==> src/rtl/fetch_pc_gen.sv <==
`default_nettype none
// ============================================================================
// fetch_pc_gen : fetch PC register, single-outstanding instruction read and
//                head-registered fetch queue feeding decode.
// Revision 1.0
// ============================================================================
module fetch_pc_gen #(
  parameter logic [63:0] ENTRY_PC = 64'h0,
  parameter int          FQ_DEPTH = 4
) (
  input  logic        clk,
  input  logic        reset,
  output logic [63:0] pred_req_addr,
  input  logic [63:0] pred_target,
  output logic        mem_req_valid,
  output logic [63:0] mem_req_addr,
  input  logic        mem_req_ready,
  input  logic        mem_resp_valid,
  input  logic [31:0] mem_resp_data,
  input  logic        redirect_valid,
  input  logic [63:0] redirect_pc,
  output logic        fq_valid,
  output logic [31:0] fq_instr,
  output logic [63:0] fq_pc,
  output logic [63:0] fq_pred_next,
  input  logic        fq_ready
);

  localparam int PTR_W = (FQ_DEPTH > 1) ? $clog2(FQ_DEPTH) : 1;
  localparam int CNT_W = PTR_W + 1;
  localparam logic [CNT_W-1:0] DEPTH_C = CNT_W'(FQ_DEPTH);

  localparam logic [1:0] ST_REQ   = 2'd0;
  localparam logic [1:0] ST_WAIT  = 2'd1;
  localparam logic [1:0] ST_DRAIN = 2'd2;

  logic [1:0]       state_q, state_d;
  logic [63:0]      pc_q, pc_d;
  logic [63:0]      inflight_pc_q, inflight_pc_d;
  logic [63:0]      inflight_pred_q, inflight_pred_d;
  logic [PTR_W-1:0] rd_ptr_q, rd_ptr_d;
  logic [PTR_W-1:0] wr_ptr_q, wr_ptr_d;
  logic [CNT_W-1:0] count_q, count_d;
  logic [63:0]      fq_pc_mem_q    [FQ_DEPTH];
  logic [63:0]      fq_pc_mem_d    [FQ_DEPTH];
  logic [31:0]      fq_instr_mem_q [FQ_DEPTH];
  logic [31:0]      fq_instr_mem_d [FQ_DEPTH];
  logic [63:0]      fq_pred_mem_q  [FQ_DEPTH];
  logic [63:0]      fq_pred_mem_d  [FQ_DEPTH];

  logic req_accept;
  logic do_push;
  logic do_pop;
  logic unused_redirect_lsb;

  assign unused_redirect_lsb = ^redirect_pc[1:0];

  // Gated by reset so the bus sees no request while the stage is held.
  assign mem_req_valid = reset && (state_q == ST_REQ) && (count_q < DEPTH_C);
  assign mem_req_addr  = {pc_q[63:2], 2'b00};
  assign pred_req_addr = mem_req_addr;
  assign req_accept    = mem_req_valid && mem_req_ready;

  assign fq_valid     = (count_q != '0);
  assign fq_pc        = fq_pc_mem_q[rd_ptr_q];
  assign fq_instr     = fq_instr_mem_q[rd_ptr_q];
  assign fq_pred_next = fq_pred_mem_q[rd_ptr_q];

  always_comb begin
    state_d         = state_q;
    pc_d            = pc_q;
    inflight_pc_d   = inflight_pc_q;
    inflight_pred_d = inflight_pred_q;
    rd_ptr_d        = rd_ptr_q;
    wr_ptr_d        = wr_ptr_q;
    count_d         = count_q;
    fq_pc_mem_d     = fq_pc_mem_q;
    fq_instr_mem_d  = fq_instr_mem_q;
    fq_pred_mem_d   = fq_pred_mem_q;
    do_push         = 1'b0;
    do_pop          = 1'b0;

    case (state_q)
      ST_REQ: begin
        if (redirect_valid) begin
          state_d = req_accept ? ST_DRAIN : ST_REQ;
        end else if (req_accept) begin
          inflight_pc_d   = pc_q;
          inflight_pred_d = pred_target;
          pc_d            = pred_target;
          state_d         = ST_WAIT;
        end
      end
      ST_WAIT: begin
        if (mem_resp_valid) begin
          do_push = !redirect_valid;
          state_d = ST_REQ;
        end else if (redirect_valid) begin
          state_d = ST_DRAIN;
        end
      end
      ST_DRAIN: begin
        if (mem_resp_valid) begin
          state_d = ST_REQ;
        end
      end
      default: state_d = ST_REQ;
    endcase

    do_pop = fq_valid && fq_ready && !redirect_valid;

    if (redirect_valid) begin
      pc_d     = {redirect_pc[63:2], 2'b00};
      rd_ptr_d = '0;
      wr_ptr_d = '0;
      count_d  = '0;
    end else begin
      if (do_push) begin
        fq_pc_mem_d[wr_ptr_q]    = inflight_pc_q;
        fq_instr_mem_d[wr_ptr_q] = mem_resp_data;
        fq_pred_mem_d[wr_ptr_q]  = inflight_pred_q;
        wr_ptr_d                 = wr_ptr_q + 1'b1;
      end
      if (do_pop) begin
        rd_ptr_d = rd_ptr_q + 1'b1;
      end
      count_d = count_q + {{(CNT_W-1){1'b0}}, do_push} - {{(CNT_W-1){1'b0}}, do_pop};
    end
  end

  always_ff @(posedge clk or negedge reset) begin
    if (!reset) begin
      state_q         <= ST_REQ;
      pc_q            <= ENTRY_PC;
      inflight_pc_q   <= '0;
      inflight_pred_q <= '0;
      rd_ptr_q        <= '0;
      wr_ptr_q        <= '0;
      count_q         <= '0;
      for (int i = 0; i < FQ_DEPTH; i++) begin
        fq_pc_mem_q[i]    <= '0;
        fq_instr_mem_q[i] <= '0;
        fq_pred_mem_q[i]  <= '0;
      end
    end else begin
      state_q         <= state_d;
      pc_q            <= pc_d;
      inflight_pc_q   <= inflight_pc_d;
      inflight_pred_q <= inflight_pred_d;
      rd_ptr_q        <= rd_ptr_d;
      wr_ptr_q        <= wr_ptr_d;
      count_q         <= count_d;
      fq_pc_mem_q     <= fq_pc_mem_d;
      fq_instr_mem_q  <= fq_instr_mem_d;
      fq_pred_mem_q   <= fq_pred_mem_d;
    end
  end

endmodule
`default_nettype wire

==> config.mk <==
export PLATFORM = sky130hd
export DESIGN_NAME = fetch_pc_gen
export DESIGN_NICKNAME = d
export VERILOG_FILES = /design/src/rtl/fetch_pc_gen.sv
export SDC_FILE = /design/constraint.sdc
export NUM_CORES = 1
export LEC_CHECK = 0
export BUFFER_PORTS_ARGS = -buffer_cell sky130_fd_sc_hd__buf_4
export CAP_MARGIN = 20
export CORE_MARGIN = 1.5
export CORE_UTILIZATION = 58
export DETAILED_ROUTE_END_ITERATION = 10
export PLACE_DENSITY_LB_ADDON = 0.2
export SLEW_MARGIN = 10
export SYNTH_ARGS = -nofsm -noshare
export SYNTH_HDL_FRONTEND = slang
export SYNTH_SLANG_ARGS = --single-unit
==> constraint.sdc <==
create_clock -name clk -period 2.3 [get_ports clk]
set_input_delay 0 -clock clk [delete_from_list [all_inputs] [get_ports clk]]
set_output_delay 0 -clock clk [all_outputs]
set_load 0.05 [all_outputs]
==> results.ini <==
[logic_synthesis]
synth.distinct_cells=37
synthMuxAreaShare=0.3303
seq_area_frac_synth=0.5674
synthAdderAreaFrac=0.002564
yosys_warnings=0
synthXorXnorAreaFrac=0.001181
synth_compound_gate_area_share=0.02877
synth-simple-area-share=0.01450
synth_area_um2=37090
syn_avg_cell_area_um2=15.71
synth_top_family_by_area=multiplexers
ys_seq_elements=841
syn_inst=2361

[sta]
tightest_slew_ns=1.100
hold_viol_final=0
rsz0062_at_grt=true
setup_ws_ns=-0.02524
maxSlewViolCount=0
slew_headroom=0.2669
setup_violations=22
min_period_ns=2.325
timing.fmax_ghz=0.4301
fin_crit_sh=1.011
skew_ns=0.02031

[cells_and_area]
multi_input_area_um2=14080
areaGrowthSynthToFinish_pct=23.95
fillers=3878
nNetsFinal=3033
instances_no_fill=3780
stdcell_area_um2=45980
drive_above_1_share=0.4137
seqCellArea_um2=21050

[drt]
ant_nets=0
wl_per_cell_um=24.20
drt-initial-drc-count=1568
first_pass_iters=5
post-route-drc-count=0
vias=22350
wl_um=91470
via_per_inst=5.912

[setup_path]
slowest_delay_ns=0.59
critPathKind=reg -> out
path_buf_inv=3
r2r_end=pc_q[63]
worst-path-stages=4
worstRegToRegCells=6
crit_chain=buf_16 > buf_16 > mux4_2 > buf_6
cpMostUsedCell=buf_16
worst_path_max_delay_cell=mux4_2
crit_path_end=fq_pc[29]
r2r-start=count_q[2]
crit_family=multiplexers
arrival_ns=2.33
cp_max_fo=15
end_kind=primary output
required_ns=2.30
worstSetupStartpoint=rd_ptr_q[0]
reg2reg_slack_ns=0.07
startpoint_type=flop

[grt]
antenna_found_initial=7
grt_pass1_vias=24330
grt_max_degree=202
grt_pass1_wl_um=142300
grt_overflow=0
track_usage=0.2802

[floorplanning]
dieArea_um2=65480
dieHeight_um=255.9
num_io_pins=456
fp.coreArea_um2=63200
start_util=0.5870
core.rowCount=92
die_w_um=255.9

[clock_tree]
clk_latency_ns=0.62
cts_root_buf=clkbuf_16
cts_max_level=3
clk_pin_slew_worst_paths_ns=0.06
cts_tree=done
clock_sinks=841
numCtsBuffers=87
clockBufferDepth=3

[place]
dp_slack_ns=0.1368
place_area_um2=40530
place_congestion=0.8065
dp_cells=3430
portBuffers=449
dp_hpwl_um=55000

[power_and_ir_drop]
p_total_mw=54.31
irDropWorstVdd_uv=784.7
power_density_nw_per_um2=1181
leakagePower_nw=22.16

[min_path]
hold_class=in -> async

[run]
drv_cap=0

[status]
status=finished with violations
violations=negative setup slack

-- layout make-up --
type | instances | share of cell area
inverter | 8 | 0.0009253
timing repair buffer | 696 | 0.1465
clock buffer | 119 | 0.05397
multi-input combinational | 1226 | 0.3062
antenna | 4 | 0.0002177
clock inverter | 40 | 0.01127
sequential | 841 | 0.4579
tap | 846 | 0.02302
-- metal layers --
layer	up-vias	global-route usage	wire length, um	share of wire
met1	11870	0.3745	38090	0.42
met4	4	0.1021	2750	0.030
met5	-	0	28	0.00031
met3	175	0.05011	5078	0.056
met2	737	0.4636	45530	0.50
li1	9559	-	-	-
-- registers in the layout, indices dropped and copies added (netlist names) --
register	cells
fq_pc_mem_q	256
fq_pred_mem_q	256
fq_instr_mem_q	128
inflight_pc_q	64
inflight_pred_q	64
pc_q	64
count_q	3
rd_ptr_q	2
state_q	2
wr_ptr_q	2
-- placed cells by master (no fill, tap or decap), types with 6 or more instances in the layout --
master         synthesis  routed
dlygate4sd3_1          0     165
bufinv_16              0      11
buf_12                 0      37
nor2_1                 9       9
clkbuf_8               0      12
buf_4                128     386
mux4_2               160     160
a31oi_1               62      62
clkbuf_1              46      17
clkinvlp_4             0       8
o21ai_1                9       9
nor2b_1               63      63
dfrtp_1              841     839
clkbuf_16              0      94
clkinv_2               0      17
buf_16                 0       9
ha_1                   6       6
a21oi_1               65      65
mux2_2               367     367
mux2_1               400     400
buf_6                 50      92
o21ai_0               55      55
inv_1                  6       6
-- timing repair --
item | CTS | global route
endpoints found under the hold margin | 1056 | 0
setup endpoints to repair | 106 | 120
buffers inserted | 5 | 9
hold buffers | 165 | 0
resized for setup | 62 | 57
pin swaps | 0 | 2
gates cloned | 3 | 4
-- Yosys cell counts, drive strengths merged --
cell,number,area [um^2]
dfrtp,841,21050
conb,1,3.750
nor2b,63,394.1
a21oi,65,325.3
nand2,5,28.77
o21ai,64,320.3
nand2b,1,6.260
xnor2,2,17.52
nor3,1,5.000
mux2i,1,10.01
inv,7,26.27
a31oi,62,387.9
o31ai,1,7.510
or4b,1,13.76
mux2,767,8637
nor2,9,33.78
xor2,3,26.28
clkinv,1,3.750
mux4,160,3603
or3,1,6.260
ha,6,75.07
o311ai,1,8.760
fa,1,20.02
and4bb,2,25.02
buf,243,1847
clkbuf,46,172.7
o2bb2ai,2,17.52
nand3b,2,15.01
nand3,2,10.01
-- through the flow --
step	util	hold WS (ns)	TNS (ns)
global placement	0.6414	-0.1344	0
detailed placement	0.6414	-0.1338	0
floorplan	-	-0.2956	0
global route	0.7274	0.06208	-3.722
finish	0.7275	0.05376	-0.1554
CTS	0.7207	0.1232	-2.516
-- tightest hold or removal path, delay by kind of cell --
kind | cells | cell delay, ns
buffers and inverters | 3 | 1.03
-- report_power, final --
part	internal, mW	total, mW	switching [mW]
sequential	17.6	20.0	2.42
combinational	8.05	19.7	11.6
clock	8.81	14.6	5.83
-- worst min-delay path by stage --
stage,startpoint,endpoint,slack (ns),depth (start not counted)
floorplan,reset,count_q[0],-0.30,0
global placement,reset,fq_pred_mem_q[192],-0.13,1
detailed placement,reset,fq_pred_mem_q[128],-0.13,1
CTS,mem_resp_data[4],fq_instr_mem_q[36],0.12,3
global route,reset,fq_pred_mem_q[129],0.06,3
finish,reset,inflight_pred_q[1],0.05,3
-- cells by family after synthesis --
| family | Yosys count |
|---|---|
| mux | 928 |
| flops | 841 |
| buf+inv | 297 |
| compound gates | 195 |
| simple gates | 87 |
| fa+ha+maj | 7 |
| xor+xnor | 5 |
| other cells | 1 |
Power figures use the tool's default switching activity.
